===== src/rtl/key_press_classifier.sv =====
// Key gesture classifier: turns the debounced active-low key level into
// single-click, double-click and long-press pulses.
module key_press_classifier #(
    parameter int unsigned LONG_CYC = 12_000_000,
    parameter int unsigned GAP_CYC  = 3_600_000,
    parameter int unsigned CNT_W    = 24
) (
    input  logic clk,
    input  logic rst,
    input  logic key_db_n,
    output logic single_pulse,
    output logic double_pulse,
    output logic long_pulse,
    output logic busy
);

    typedef enum logic [2:0] {
        IDLE,
        DOWN1,
        HOLD,
        GAP,
        DOWN2
    } state_t;

    localparam logic [CNT_W-1:0] LONG_LAST = CNT_W'(LONG_CYC - 1);
    localparam logic [CNT_W-1:0] GAP_LAST  = CNT_W'(GAP_CYC - 1);

    state_t           state;
    state_t           state_nx;
    logic [CNT_W-1:0] cnt;
    logic [CNT_W-1:0] cnt_nx;
    logic             key_d;
    logic             press;
    logic             release_e;
    logic             single_nx;
    logic             double_nx;
    logic             long_nx;

    assign press     = key_d & ~key_db_n;
    assign release_e = ~key_d & key_db_n;

    always_comb begin
        state_nx  = state;
        cnt_nx    = cnt;
        single_nx = 1'b0;
        double_nx = 1'b0;
        long_nx   = 1'b0;
        unique case (state)
            IDLE: begin
                if (press) begin
                    state_nx = DOWN1;
                    cnt_nx   = '0;
                end
            end
            DOWN1: begin
                // A release on the terminal cycle still counts as short.
                if (release_e) begin
                    state_nx = GAP;
                    cnt_nx   = '0;
                end else if (cnt == LONG_LAST) begin
                    state_nx = HOLD;
                    long_nx  = 1'b1;
                end else begin
                    cnt_nx = cnt + 1'b1;
                end
            end
            HOLD: begin
                if (release_e) begin
                    state_nx = IDLE;
                end
            end
            GAP: begin
                // A second press on the terminal cycle still makes a double.
                if (press) begin
                    state_nx = DOWN2;
                    cnt_nx   = '0;
                end else if (cnt == GAP_LAST) begin
                    state_nx  = IDLE;
                    single_nx = 1'b1;
                end else begin
                    cnt_nx = cnt + 1'b1;
                end
            end
            DOWN2: begin
                if (release_e) begin
                    state_nx  = IDLE;
                    double_nx = 1'b1;
                end
            end
            default: begin
                state_nx = IDLE;
                cnt_nx   = '0;
            end
        endcase
    end

    always_ff @(posedge clk) begin
        if (!rst) begin
            state        <= IDLE;
            cnt          <= '0;
            key_d        <= 1'b1;
            single_pulse <= 1'b0;
            double_pulse <= 1'b0;
            long_pulse   <= 1'b0;
            busy         <= 1'b0;
        end else begin
            state        <= state_nx;
            cnt          <= cnt_nx;
            key_d        <= key_db_n;
            single_pulse <= single_nx;
            double_pulse <= double_nx;
            long_pulse   <= long_nx;
            busy         <= (state_nx != IDLE);
        end
    end

endmodule


===== config.mk =====
export PLATFORM = sky130hd
export DESIGN_NAME = key_press_classifier
export DESIGN_NICKNAME = d
export VERILOG_FILES = /design/src/rtl/key_press_classifier.sv
export SDC_FILE = /design/constraint.sdc
export NUM_CORES = 1
export LEC_CHECK = 0
export ABC_AREA = 0
export BUFFER_PORTS_ARGS = -buffer_cell sky130_fd_sc_hd__clkbuf_2
export CORE_MARGIN = 1
export CORE_UTILIZATION = 35
export CTS_CLUSTER_DIAMETER = 50
export DETAILED_ROUTE_END_ITERATION = 7
export SYNTH_ARGS = -nofsm -noshare
export SYNTH_HDL_FRONTEND = slang
export SYNTH_SLANG_ARGS = --single-unit

===== constraint.sdc =====
create_clock -name clk -period 2.25 [get_ports clk]
set_clock_uncertainty 0.05 [all_clocks]
set_input_delay 0.1125 -clock clk [delete_from_list [all_inputs] [get_ports clk]]
set_output_delay 0.1125 -clock clk [all_outputs]
set_load 0.02 [all_outputs]

==> results by group <==
Logic synthesis
  • Post-synthesis cell type count: 48
  • Syn nets: between 200 and 250
  • Yosys synthesis warning count: 0
  • Mean Syn Cell Area: a little under 8 µm²
  • Sequential-to-total area share from yosys stat: 0.3626
  • Synth area leaders: dfxtp_1, nand3_1, o21ai_0, nand2_1, nor2_1
  • Number of synthesized flops with an enable pin: 0
  • Largest area contributor in the netlist: dfxtp_1
  • Ys async rst share: 0
  • Main synth FF type: dfxtp_1
  • Cell Area, Synth: 1767 µm²
  • Post-synth top area share: 0.3626
  • Synthesized instance count: between 200 and 250
  • Flops & latches, synth: 32

Place
  • DP HPWL: 3303 µm
  • Setup WS pre-CTS: 0.05274 ns
  • Placed instance area: a little over 2000 µm²
  • Global placement routability congestion: 0.8502
  • PortBufs: 6

Setup path
  • Worst Path Required: 2.42 ns
  • Crit path max-delay family: simple AND/OR/NAND/NOR gates
  • Arrival @ worst endpoint: about 2.3 ns
  • Worst Setup EP: cnt[23]$_SDFFE_PN0P_
  • FF-to-FF Start: cnt[10]$_SDFFE_PN0P_
  • CP endpoint kind: register
  • Reg-to-reg slack, setup: ~0.09 ns
  • Critical Path Start Type: register
  • Crit-path slowest cell: or4_4
  • CP bufs+invs: 0
  • Worst-path cell chain: and4_4 > nand4_4 > or4_4 > or2_0 > or4_1 > a21oi_1
  • Worst r2r dst: cnt[23]$_SDFFE_PN0P_
  • CP Max Fanout: 6
  • Stages on worst setup path: 6
  • CP peak stage delay: roughly 0.47 ns
  • Crit path from: cnt[10]$_SDFFE_PN0P_
  • FF-to-FF path depth: 6
  • Type of the worst setup path: register to register

Drt
  • First-iteration detailed-routing DRC count: ~90
  • Initial DRT Pass Iterations: 4
  • DR DRC count: 0
  • Via/cell ratio: approximately 5.7
  • WL/cell: roughly 15 µm
  • Via Count: ~1.8k
  • Final WL: 4810 µm
  • Routed Antenna Nets: 0

STA
  • Worst slew pin tran: ~0.36 ns
  • Slew HR: 0.7579
  • Slew Viols, Final: 0
  • Finish-stage setup viols: 0
  • Fin crit share: 0.9592
  • Final hold slack: between 0.02 and 0.025 ns
  • Fin crit period: 2.158 ns
  • Final WS setup: 0.09171 ns
  • Fmax: about 460 MHz
  • Total negative setup slack: 0 ns
  • Final Hold Fails: 0

Die
  • Core Rows: 25
  • Chip height: approximately 73 µm
  • Starting density of the core: 0.3692
  • Die span in x: 73.05 µm
  • # IOs: 7
  • CORE AREA: 4786 µm²
  • DIE AREA: between 5000 and 6000 µm²

Final layout
  • Synthesis-to-finish area growth: 23.16%
  • Final Cell Area: approximately 2200 µm²
  • Diode count: 0
  • NumNets Final: 259
  • Layout cells sized above 1: 0.2344

Power and ir drop
  • Power per cell area: approximately 550 nW/µm²
  • Leakage power: between 0.7 and 0.8 nW
  • Total power: between 1 and 1.5 mW
  • Peak VDD IR: slightly below 0.2 mV

Job
  • Max-cap violations: 0

Global route
  • Met2 usage: 0.3107
  • Met3 Resource Use GR: 0.04696
  • Initial antenna violation count: 0
  • Gr busiest metal: met2
  • GRT Residual Overflow: 0
  • Total GRT Usage: 0.1975
  • Vias in the first global route: 1663
  • First-pass GRT wire length: roughly 8000 µm
  • Largest net degree at the start of global routing: 17
  • Met1 global-route usage: 0.2551

Clock tree
  • Clock sink count: 32
  • Cts hold-fix bufs: 0
  • Root Driver: clkbuf_8
  • CTS Buf Count: 5
  • CTS Buffer Depth: 2
  • H-tree depth: 2
  • CTS tree: built
  • Clock transition at path regs: around 0.070 ns
  • Clock network latency to the later pin of the worst-skew pair: between 0.2 and 0.3 ns

Outcome
  • Outcome: finished, final reports clean

Worst hold path
  • Worst Hold Class: primary input to register
-- registers in the layout (all words and copies together), names as in the netlist --
signal        cells
double_pulse      1
long_pulse        1
state             3
single_pulse      1
key_d             1
busy              1
cnt              24
-- cells in the final DEF, fill, tap and decap left out, types with 2 or more instances in the layout --
cell / n
o21ai_0: 19
o31ai_1: 6
and3_2: 2
a21oi_1: 13
a311oi_1: 2
and3_1: 4
nor3_1: 3
or4_1: 3
dfxtp_1: 30
mux2i_1: 2
and3_4: 2
clkinv_2: 2
nand3_1: 27
a31oi_1: 9
buf_4: 28
and4_4: 2
nor2_1: 19
o41ai_1: 2
nand2b_1: 6
nor3b_1: 2
nand2_1: 21
clkbuf_8: 6
o211ai_1: 3
dfxtp_2: 2
nand4_1: 5
inv_1: 4
or3_1: 3
buf_12: 2
clkbuf_2: 6
-- layout make-up --
| type | count | area (µm²) |
|---|---|---|
| repair buffers | 36 | 280.3 |
| well taps | 67 | 83.83 |
| inverters | 4 | 15.01 |
| flip-flops and latches | 32 | 643.1 |
| multi-input cells | 176 | 1061 |
| clock inverters | 2 | 10.01 |
| fillers | 491 | 2610 |
| clock buffers | 6 | 82.58 |
-- metrics by stage --
step / cells / util
5_1_grt: 323 / 0.4546
2_1_floorplan: 222 / -
4_1_cts: 321 / 0.4494
3_5_place_dp: 313 / 0.4301
3_3_place_gp: 313 / 0.4301
6_report: 323 / 0.4546
-- metal layers --
| layer | wire length (µm) | part of all wire |
|---|---|---|
| met1 | 2220 | 0.46 |
| met2 | 2153 | 0.45 |
| met3 | 297 | 0.062 |
| met4 | 139 | 0.029 |
| met5 | 0 | 0 |
-- Yosys cell counts (2+ instances only) --
library cell  instances
a21oi_1              13
a311oi_1              2
a31oi_1               9
and3_1                5
and3_2                2
and4_4                2
buf_6                 2
clkbuf_1              6
dfxtp_1              32
inv_1                 4
mux2i_1               2
nand2_1              21
nand2b_1              6
nand3_1              27
nand4_1               5
nor2_1               19
nor3_1                3
nor3b_1               2
o211ai_1              3
o21ai_0              19
o31ai_1               6
o41ai_1               2
or3_1                 3
or4_1                 3
-- cell families (layout without fill, tap and decap cells) --
family	count (synthesis)	in the layout	share of synthesized area
AO/OA/AOI/OAI	60	60	0.2146
adder cells (fa/ha/maj)	1	1	0.007081
buffers and inverters	14	48	0.04107
flip-flops	32	32	0.3626
multiplexers	2	2	0.01133
AND/OR/NAND/NOR	113	113	0.3633
-- report_power, final --
group | internal [mW] | switching, mW | leakage (nW)
clock | 0.244 | 0.217 | 0.0510
sequential | 0.574 | 0.00694 | 0.260
combinational | 0.0605 | 0.0906 | 0.479
total | 0.878 | 0.314 | 0.789
-- worst reg2reg max path: cells and delay by family (launching register included) --
family | cells | cell delay, ns
AND/OR/NAND/NOR | 5 | 1.53
flip-flops | 1 | 0.38
AO/OA/AOI/OAI | 1 | 0.14
-- how the worst min path moves through the flow --
stage	slack, ns	depth (start not counted)	start	to
floorplan	0.18	2	key_db_n	key_d$_SDFF_PN1_
global placement	0.32	3	key_db_n	key_d$_SDFF_PN1_
detailed placement	0.32	3	key_db_n	key_d$_SDFF_PN1_
CTS	0.02	3	key_db_n	key_d$_SDFF_PN1_
global route	0.06	3	key_db_n	key_d$_SDFF_PN1_
finish	0.02	3	key_db_n	key_d$_SDFF_PN1_
-- repair_timing --
item                                    CTS  global route
endpoints found under the hold margin     0             0
buffers inserted                          0             2
gates resized for setup                   0             4
endpoints found under the setup margin    0            14
(Power assumes the default switching activity.)
